[config.mk]
export PLATFORM = sky130hd
export DESIGN_NAME = fpu_mult_seq_flat
export DESIGN_NICKNAME = d
export VERILOG_FILES = /design/src/rtl/fpu_pkg.sv /design/src/rtl/fpu_mult_seq_if.sv /design/src/rtl/fpu_round.sv /design/src/rtl/fpu_mult_seq.sv /design/src/flat_wrapper.sv
export SDC_FILE = /design/constraint.sdc
export NUM_CORES = 1
export LEC_CHECK = 0
export CAP_MARGIN = 30
export CORE_MARGIN = 3
export CORE_UTILIZATION = 41
export DETAILED_ROUTE_END_ITERATION = 6
export MAX_ROUTING_LAYER = met4
export PLACE_DENSITY_LB_ADDON = 0.15
export SYNTH_ARGS = -nofsm -noshare
export SYNTH_HDL_FRONTEND = slang
export SYNTH_SLANG_ARGS = --single-unit
[constraint.sdc]
create_clock -name clk -period 5.9 [get_ports clk]
set_clock_uncertainty 0.1 [all_clocks]
set_input_delay 0.885 -clock clk [delete_from_list [all_inputs] [get_ports clk]]
set_output_delay 0.885 -clock clk [all_outputs]
set_load 0.02 [all_outputs]
[src/rtl/fpu_pkg.sv]
// Shared FPU definitions: rounding modes, flag bit positions, sequencer states
// and the canonical quiet-NaN builder.
package fpu_pkg;

    localparam logic [2:0] RM_RNE = 3'd0;
    localparam logic [2:0] RM_RTZ = 3'd1;
    localparam logic [2:0] RM_RDN = 3'd2;
    localparam logic [2:0] RM_RUP = 3'd3;
    localparam logic [2:0] RM_RMM = 3'd4;

    localparam int FLAG_NX = 0;
    localparam int FLAG_UF = 1;
    localparam int FLAG_OF = 2;
    localparam int FLAG_DZ = 3;
    localparam int FLAG_NV = 4;

    typedef enum logic [1:0] {
        IDLE,
        MUL,
        ROUND,
        DONE
    } state_e;

    // Sign 0, exponent all ones, only the fraction MSB set; callers cast to their width.
    function automatic logic [63:0] canonical_qnan(input int exp_w, input int man_w);
        logic [63:0] v;
        v = ((64'd1 << exp_w) - 64'd1) << man_w;
        v = v | (64'd1 << (man_w - 1));
        return v;
    endfunction

endpackage

[src/rtl/fpu_mult_seq_if.sv]
// Operand/result handshake bundle between the FPU register interface and the multiplier.
interface fpu_mult_seq_if #(
    parameter int EXP_W = 8,
    parameter int MAN_W = 23
);
    localparam int W = 1 + EXP_W + MAN_W;

    logic         in_valid;
    logic         in_ready;
    logic [W-1:0] a;
    logic [W-1:0] b;
    logic [2:0]   rm;
    logic         out_valid;
    logic         out_ready;
    logic [W-1:0] result;
    logic [4:0]   flags;

    modport master (
        output in_valid, a, b, rm, out_ready,
        input  in_ready, out_valid, result, flags
    );

    modport slave (
        input  in_valid, a, b, rm, out_ready,
        output in_ready, out_valid, result, flags
    );

endinterface

[src/rtl/fpu_round.sv]
// Combinational IEEE rounder: takes a normalised significand with guard/round/sticky
// and produces the packed result plus OF/UF/NX, including overflow saturation per mode.
module fpu_round
    import fpu_pkg::*;
#(
    parameter int EXP_W = 8,
    parameter int MAN_W = 23
) (
    input  logic                          sign_i,
    input  logic signed [EXP_W+1:0]       e_i,
    input  logic [MAN_W-1:0]              frac_i,
    input  logic                          guard_i,
    input  logic                          round_i,
    input  logic                          sticky_i,
    input  logic [2:0]                    rm_i,
    output logic [EXP_W+MAN_W:0]          result_o,
    output logic                          of_o,
    output logic                          uf_o,
    output logic                          nx_o
);
    localparam int W = 1 + EXP_W + MAN_W;
    localparam logic signed [EXP_W+1:0] E_OVF = (EXP_W+2)'((1 << EXP_W) - 1);
    localparam logic [EXP_W-1:0] EXP_INF = '1;
    localparam logic [EXP_W-1:0] EXP_MAX = {{(EXP_W-1){1'b1}}, 1'b0};

    logic                    inexact;
    logic                    rne_inc;
    logic                    inc;
    logic [MAN_W:0]          frac_rnd;
    logic signed [EXP_W+1:0] e_rnd;
    logic [W-1:0]            inf_val;
    logic [W-1:0]            max_val;

    always_comb begin
        inexact = guard_i | round_i | sticky_i;
        rne_inc = guard_i & (round_i | sticky_i | frac_i[0]);
        case (rm_i)
            RM_RNE:  inc = rne_inc;
            RM_RTZ:  inc = 1'b0;
            RM_RDN:  inc = sign_i & inexact;
            RM_RUP:  inc = ~sign_i & inexact;
            RM_RMM:  inc = guard_i;
            default: inc = rne_inc;
        endcase

        // A carry out of the fraction means 1.11..1 rounded up to 10.0: fraction wraps to 0, exponent +1.
        frac_rnd = {1'b0, frac_i} + {{MAN_W{1'b0}}, inc};
        e_rnd    = e_i + {{(EXP_W+1){1'b0}}, frac_rnd[MAN_W]};

        inf_val  = {sign_i, EXP_INF, {MAN_W{1'b0}}};
        max_val  = {sign_i, EXP_MAX, {MAN_W{1'b1}}};

        result_o = {sign_i, e_rnd[EXP_W-1:0], frac_rnd[MAN_W-1:0]};
        of_o     = 1'b0;
        uf_o     = 1'b0;
        nx_o     = inexact;

        if (e_i <= 0) begin
            result_o = {sign_i, {(W-1){1'b0}}};
            uf_o     = 1'b1;
            nx_o     = 1'b1;
        end else if (e_rnd >= E_OVF) begin
            of_o = 1'b1;
            nx_o = 1'b1;
            case (rm_i)
                RM_RTZ:  result_o = max_val;
                RM_RDN:  result_o = sign_i ? inf_val : max_val;
                RM_RUP:  result_o = sign_i ? max_val : inf_val;
                default: result_o = inf_val;
            endcase
        end
    end

endmodule

[src/rtl/fpu_mult_seq.sv]
// Iterative IEEE 754 multiplier: one significand bit per cycle via right-shifting
// shift-add, specials resolved at accept, final rounding through fpu_round.
module fpu_mult_seq
    import fpu_pkg::*;
#(
    parameter int EXP_W = 8,
    parameter int MAN_W = 23
) (
    input  logic          clk,
    input  logic          rst,
    fpu_mult_seq_if.slave bus
);
    localparam int SIG_W = MAN_W + 1;
    localparam int W     = 1 + EXP_W + MAN_W;
    localparam int CNT_W = $clog2(SIG_W + 1);
    localparam logic signed [EXP_W+1:0] BIAS = (EXP_W+2)'((1 << (EXP_W - 1)) - 1);
    localparam logic [W-1:0] QNAN = W'(canonical_qnan(EXP_W, MAN_W));

    state_e                  state_q, state_d;
    logic                    sign_q, sign_d;
    logic signed [EXP_W+1:0] e_q, e_d;
    logic [SIG_W-1:0]        siga_q, siga_d;
    logic [2*SIG_W-1:0]      prod_q, prod_d;
    logic [CNT_W-1:0]        cnt_q, cnt_d;
    logic [2:0]              rm_q, rm_d;
    logic [W-1:0]            result_q, result_d;
    logic [4:0]              flags_q, flags_d;

    logic [EXP_W-1:0]        ea, eb;
    logic [MAN_W-1:0]        fa, fb;
    logic                    a_zero, b_zero, a_inf, b_inf, a_nan, b_nan, a_snan, b_snan;
    logic                    sign_in;
    logic signed [EXP_W+1:0] e_acc;

    logic [SIG_W:0]          acc_sum;
    logic                    msb;
    logic [2*SIG_W-2:0]      norm;
    logic signed [EXP_W+1:0] e_norm;
    logic [W-1:0]            rnd_result;
    logic                    rnd_of, rnd_uf, rnd_nx;

    // Subnormals count as zero here, so a zero exponent alone decides zero-ness.
    always_comb begin
        ea      = bus.a[W-2:MAN_W];
        eb      = bus.b[W-2:MAN_W];
        fa      = bus.a[MAN_W-1:0];
        fb      = bus.b[MAN_W-1:0];
        sign_in = bus.a[W-1] ^ bus.b[W-1];
        a_zero  = (ea == '0);
        b_zero  = (eb == '0);
        a_inf   = (ea == '1) && (fa == '0);
        b_inf   = (eb == '1) && (fb == '0);
        a_nan   = (ea == '1) && (fa != '0);
        b_nan   = (eb == '1) && (fb != '0);
        a_snan  = a_nan && !fa[MAN_W-1];
        b_snan  = b_nan && !fb[MAN_W-1];
        e_acc   = $signed({2'b00, ea}) + $signed({2'b00, eb}) - BIAS;
    end

    // Leading one sits at bit 2*SIG_W-1 or 2*SIG_W-2; drop it so norm holds fraction then G/R/S.
    always_comb begin
        msb    = prod_q[2*SIG_W-1];
        norm   = msb ? prod_q[2*SIG_W-2:0] : {prod_q[2*SIG_W-3:0], 1'b0};
        e_norm = e_q + {{(EXP_W+1){1'b0}}, msb};
    end

    fpu_round #(
        .EXP_W (EXP_W),
        .MAN_W (MAN_W)
    ) u_round (
        .sign_i   (sign_q),
        .e_i      (e_norm),
        .frac_i   (norm[2*SIG_W-2:SIG_W]),
        .guard_i  (norm[SIG_W-1]),
        .round_i  (norm[SIG_W-2]),
        .sticky_i (|norm[SIG_W-3:0]),
        .rm_i     (rm_q),
        .result_o (rnd_result),
        .of_o     (rnd_of),
        .uf_o     (rnd_uf),
        .nx_o     (rnd_nx)
    );

    always_comb begin
        state_d  = state_q;
        sign_d   = sign_q;
        e_d      = e_q;
        siga_d   = siga_q;
        prod_d   = prod_q;
        cnt_d    = cnt_q;
        rm_d     = rm_q;
        result_d = result_q;
        flags_d  = flags_q;

        // Multiplier bits live in the low half and are consumed LSB first as the register shifts right.
        acc_sum = {1'b0, prod_q[2*SIG_W-1:SIG_W]} + (prod_q[0] ? {1'b0, siga_q} : '0);

        case (state_q)
            IDLE: begin
                if (bus.in_valid) begin
                    sign_d  = sign_in;
                    rm_d    = bus.rm;
                    flags_d = '0;
                    if (a_nan || b_nan) begin
                        result_d         = QNAN;
                        flags_d[FLAG_NV] = a_snan | b_snan;
                        state_d          = DONE;
                    end else if ((a_inf && b_zero) || (b_inf && a_zero)) begin
                        result_d         = QNAN;
                        flags_d[FLAG_NV] = 1'b1;
                        state_d          = DONE;
                    end else if (a_inf || b_inf) begin
                        result_d = {sign_in, {EXP_W{1'b1}}, {MAN_W{1'b0}}};
                        state_d  = DONE;
                    end else if (a_zero || b_zero) begin
                        result_d = {sign_in, {(W-1){1'b0}}};
                        state_d  = DONE;
                    end else begin
                        siga_d  = {1'b1, fa};
                        prod_d  = {{SIG_W{1'b0}}, 1'b1, fb};
                        e_d     = e_acc;
                        cnt_d   = '0;
                        state_d = MUL;
                    end
                end
            end
            MUL: begin
                prod_d = {acc_sum, prod_q[SIG_W-1:1]};
                cnt_d  = cnt_q + CNT_W'(1);
                if (cnt_q == CNT_W'(SIG_W - 1)) begin
                    state_d = ROUND;
                end
            end
            ROUND: begin
                result_d         = rnd_result;
                flags_d          = '0;
                flags_d[FLAG_DZ] = 1'b0;
                flags_d[FLAG_OF] = rnd_of;
                flags_d[FLAG_UF] = rnd_uf;
                flags_d[FLAG_NX] = rnd_nx;
                state_d          = DONE;
            end
            DONE: begin
                if (bus.out_ready) begin
                    state_d = IDLE;
                end
            end
            default: state_d = IDLE;
        endcase
    end

    always_ff @(posedge clk) begin
        if (rst) begin
            state_q  <= IDLE;
            sign_q   <= 1'b0;
            e_q      <= '0;
            siga_q   <= '0;
            prod_q   <= '0;
            cnt_q    <= '0;
            rm_q     <= '0;
            result_q <= '0;
            flags_q  <= '0;
        end else begin
            state_q  <= state_d;
            sign_q   <= sign_d;
            e_q      <= e_d;
            siga_q   <= siga_d;
            prod_q   <= prod_d;
            cnt_q    <= cnt_d;
            rm_q     <= rm_d;
            result_q <= result_d;
            flags_q  <= flags_d;
        end
    end

    assign bus.in_ready  = (state_q == IDLE);
    assign bus.out_valid = (state_q == DONE);
    assign bus.result    = result_q;
    assign bus.flags     = flags_q;

endmodule

[src/flat_wrapper.sv]
// flat-port wrapper written by rule: the top's interface ports become plain ports
module fpu_mult_seq_flat import fpu_pkg::*;
#(
    parameter int EXP_W = 8,
    parameter int MAN_W = 23
)
  (clk, rst, bus_in_valid, bus_a, bus_b, bus_rm, bus_out_ready, bus_in_ready, bus_out_valid, bus_result, bus_flags);
  fpu_mult_seq_if #(.EXP_W(EXP_W), .MAN_W(MAN_W)) bus_i ();
  input  logic clk;
  input  logic rst;
  input wire logic [$bits(bus_i.in_valid)-1:0] bus_in_valid;
  input wire logic [$bits(bus_i.a)-1:0] bus_a;
  input wire logic [$bits(bus_i.b)-1:0] bus_b;
  input wire logic [$bits(bus_i.rm)-1:0] bus_rm;
  input wire logic [$bits(bus_i.out_ready)-1:0] bus_out_ready;
  output wire logic [$bits(bus_i.in_ready)-1:0] bus_in_ready;
  output wire logic [$bits(bus_i.out_valid)-1:0] bus_out_valid;
  output wire logic [$bits(bus_i.result)-1:0] bus_result;
  output wire logic [$bits(bus_i.flags)-1:0] bus_flags;
  assign bus_i.in_valid = bus_in_valid;
  assign bus_i.a = bus_a;
  assign bus_i.b = bus_b;
  assign bus_i.rm = bus_rm;
  assign bus_i.out_ready = bus_out_ready;
  assign bus_in_ready = bus_i.in_ready;
  assign bus_out_valid = bus_i.out_valid;
  assign bus_result = bus_i.result;
  assign bus_flags = bus_i.flags;
  fpu_mult_seq #(.EXP_W(EXP_W), .MAN_W(MAN_W)) u_core (.clk(clk), .rst(rst), .bus(bus_i));
endmodule
==> flow_metrics.env <==
export IMPL_cts_buffers_inserted=17
export IMPL_vias=8293
export IMPL_clockBufferDepth=2
export IMPL_total_number_of_yosys_warnings=0
export IMPL_reg2reg_from="u_core.prod_q[47]"
export IMPL_maxSlewHeadroom_pct=32.4
export IMPL_cts_hold_fix_buffers=0
export IMPL_grt_setup_unrepaired="false"
export IMPL_finalMaxSlewViolations=0
export IMPL_synth_most_common_cell="nand2_1"
export IMPL_timing_max_cap_violations=0
export IMPL_area_growth_syn_to_layout_pct=23.4
export IMPL_critical_path_max_fanout=21
export IMPL_ys_seq_area_share_pct=30.9
export IMPL_cts_root_buf="clkbuf_16"
export IMPL_worst_path_max_delay_cell="or4_4"
export IMPL_synth_enable_flop_cells=0
export IMPL_worst_path_largest_cell_delay_ns=0.48
export IMPL_finalCritPeriodShare_pct=92.0
export IMPL_standard_cell_core_area_sq_um=19700
export IMPL_setup_viol=0
export IMPL_timing_final_crit_period_ns=5.43
export IMPL_reg2reg_setup_slack_ns=0.47
export IMPL_postSynthCellCount=1101
export IMPL_antennaDiodeCount=0
export IMPL_power_density_nw_per_um2=339
export IMPL_dp_hpwl_microns=17600
export IMPL_io_pin_count=110
export IMPL_netlist_cell_type_count=75
export IMPL_maximum_number_of_pins_on_one_net_before_global_route_repair=92
export IMPL_vias_in_the_first_global_route=7428
export IMPL_crit_chain="mux2_2, or3_1, nor2_1, nor3_1, a31oi_1, nor2_1, ha_1, nand3_1, or4_4, nor4_4, and2_2, nand3_2, nor2_1, ha_1, ha_1, nand2_1, o21ai_0, a211o_1, nand4_1, a21o_1, o2111a_1, nand2_2, o21ai_0"
export IMPL_route_final_wire_length_microns=23600
export IMPL_cell_class_contributing_the_biggest_share_of_worst_path_delay="simple AND/OR/NAND/NOR gates"
export IMPL_grt_usage_pct=21.6
export IMPL_final_hold_worst_slack_ns=0.349
export IMPL_area_of_the_mapped_netlist_sq_um=8360
export IMPL_die_height_microns=149
export IMPL_floorplan_die_width_microns=149
export IMPL_post_synth_cell_area_avg_sq_um=7.59
export IMPL_nets_in_the_synthesized_netlist=1219
export IMPL_drcViolationCount=0
export IMPL_ys_seq_elements=129
export IMPL_worst_r2r_endpoint="u_core.bus.result[8]"
export IMPL_drc_violation_total_after_the_first_tritonroute_iteration=589
export IMPL_floorplan_die_area_sq_um=22100
export IMPL_worst_setup_path_type="reg2reg"
export IMPL_timing_hold_worst_class="reg2reg"
export IMPL_run_status="finished clean"
export IMPL_floorplan_rows=51
export IMPL_leakage_nw=3.85
export IMPL_layout_drive_gt1_share_pct=5.86
export IMPL_power_mw=3.50
export IMPL_grt_first_pass_wirelength_microns=37900
export IMPL_post_synth_most_frequent_cells="nand2_1, dfxtp_1, nor2_1, a21oi_1, nor3_1"
export IMPL_fin_nets=1299
export IMPL_final_hold_violation_count=0
export IMPL_globalRoute_totalOverflow=0
export IMPL_yosysTopAreaCellShare_pct=30.9
export IMPL_final_core_utilization_pct=52.3
export IMPL_worst_hold_startpoint="u_core.bus.result[17]"
export IMPL_ir_drop_mv=0.209
export IMPL_post_synth_top_area_cell="dfxtp_1"
export IMPL_initial_core_util_pct=42.4
export IMPL_cts_tree="done"
export IMPL_timing_critical_path_required_ns=6.10
export IMPL_setup_worst_path_start_class="flop"
export IMPL_asyncSetResetFlopFracSynth_pct=0
export IMPL_io_buffer_count=108
export IMPL_cts_num_sinks=129
export IMPL_min_delay_path_depth=2
export IMPL_worst_endpoint_data_arrival_time_ns=5.62
export IMPL_clock_latency_ns=0.43
export IMPL_endpoint_kind="flop"
export IMPL_worstPathBufferInverterCount=0
export IMPL_ys_flop_type="dfxtp_1"
export IMPL_reg2reg_depth=23
export IMPL_drtPass1Iterations=5
export IMPL_totalNegativeSetupSlack_ns=0
export IMPL_avgViaCountPerCell=5.68
export IMPL_fmax_ghz=0.184
export IMPL_min_to="u_core.bus.result[17]"
export IMPL_wire_per_inst_microns=16.2
export IMPL_antenna_found_initial=0
export IMPL_cts_clk_slew_worst_paths_ns=0.06
export IMPL_timing_worst_slew_pin_value_ns=1.01
export IMPL_post_synth_main_area_contributors="dfxtp_1, ha_1, nand2_1"
export IMPL_ant_nets=0
export IMPL_gpl_wtd_cong=0.884
export IMPL_htree_num_levels=4
## layout by cell type, fill, tap and decap left out, drive strengths merged, types with 11 or more instances in the layout
cell,instances
nand2,146
clkbuf,20
nor4,27
buf,20
o21ai,50
clkdlybuf4s50,107
and2,34
xor2,19
xnor2,30
inv,24
nand4,19
mux2i,17
a21oi,92
and3,15
a211oi,19
nand3,26
ha,45
dfxtp,129
nor3,57
a31oi,11
nor2,103
o22ai,26
nand2b,12
a21o,17
## registers in the layout, indices dropped and copies added (netlist names)
| register | flops |
|---|---|
| u_core.siga_q | 24 |
| u_core.sign_q | 1 |
| u_core.state_q | 2 |
| u_core.rm_q | 3 |
| u_core.prod_q | 48 |
| u_core.bus.flags | 4 |
| u_core.bus.result | 32 |
| u_core.e_q | 10 |
| u_core.cnt_q | 5 |
## per-stage QoR
step / instances / cell area [sq um] / setup slack (ns)
6_report: 1459 / 10300 / 0.474
3_3_place_gp: 1425 / 9630 / 0.397
2_1_floorplan: 1101 / 8360 / 0.591
4_1_cts: 1457 / 10300 / 0.187
5_1_grt: 1459 / 10300 / 0.0136
3_5_place_dp: 1425 / 9630 / 0.202
## worst reg2reg max path: cells and delay by family, from the launching register on
family                   cells  cell delay, ns
multiplexers                 1            0.27
adder cells (fa/ha/maj)      3            0.69
flip-flops                   1            0.37
AND/OR/NAND/NOR             13            2.60
AO/OA/AOI/OAI                6            1.29
## where the power goes
part | internal [mW] | total (mW) | switching (mW)
Combinational | 0.448 | 1.15 | 0.698
Sequential | 1.03 | 1.18 | 0.150
Clock | 0.764 | 1.17 | 0.409
Total | 2.25 | 3.50 | 1.26
## worst max path at each step
stage,start,endpoint,slack (ns),depth (start not counted)
3_3_place_gp,u_core.prod_q[47],u_core.bus.result[5],0.40,23
5_1_grt,u_core.prod_q[47],u_core.bus.result[2],0.01,23
3_5_place_dp,u_core.prod_q[47],u_core.bus.result[8],0.20,23
2_1_floorplan,u_core.prod_q[47],u_core.bus.result[0],0.59,27
4_1_cts,u_core.prod_q[47],u_core.bus.result[8],0.19,23
6_report,u_core.prod_q[47],u_core.bus.result[8],0.47,23
## what timing repair did
action,4_1_cts,5_1_grt
gates resized for setup,0,5
setup buffers,0,2
endpoints found under the setup margin,0,33
## cells by family after synthesis
group / synth area share (%)
adders and majority gates: 7.21
muxes: 2.57
other: 0.0448
DFF: 30.9
AOI/OAI and AO/OA: 22.2
and+or+nand+nor: 27.6
buffers and inverters: 4.38
xor gates and xnor gates: 5.13
## cell type report
cell class,count,area [sq um]
fill,1905,9400
clock buffer,20,447
inverter,24,90.1
clock inverter,12,206
multi-input combinational,882,5440
sequential,129,2580
timing repair buffer,127,1220
tap,265,332
## routing by layer
metal | GRT usage [%] | routed length [microns] | vias up
li1 | - | - | 4174
met3 | 3.37 | 1430 | 29
met2 | 30.8 | 9830 | 259
met1 | 31.5 | 12000 | 3831
met4 | 6.32 | 393 | 0
met5 | - | 0 | -
Note: power is estimated with default switching activity, not from simulation.
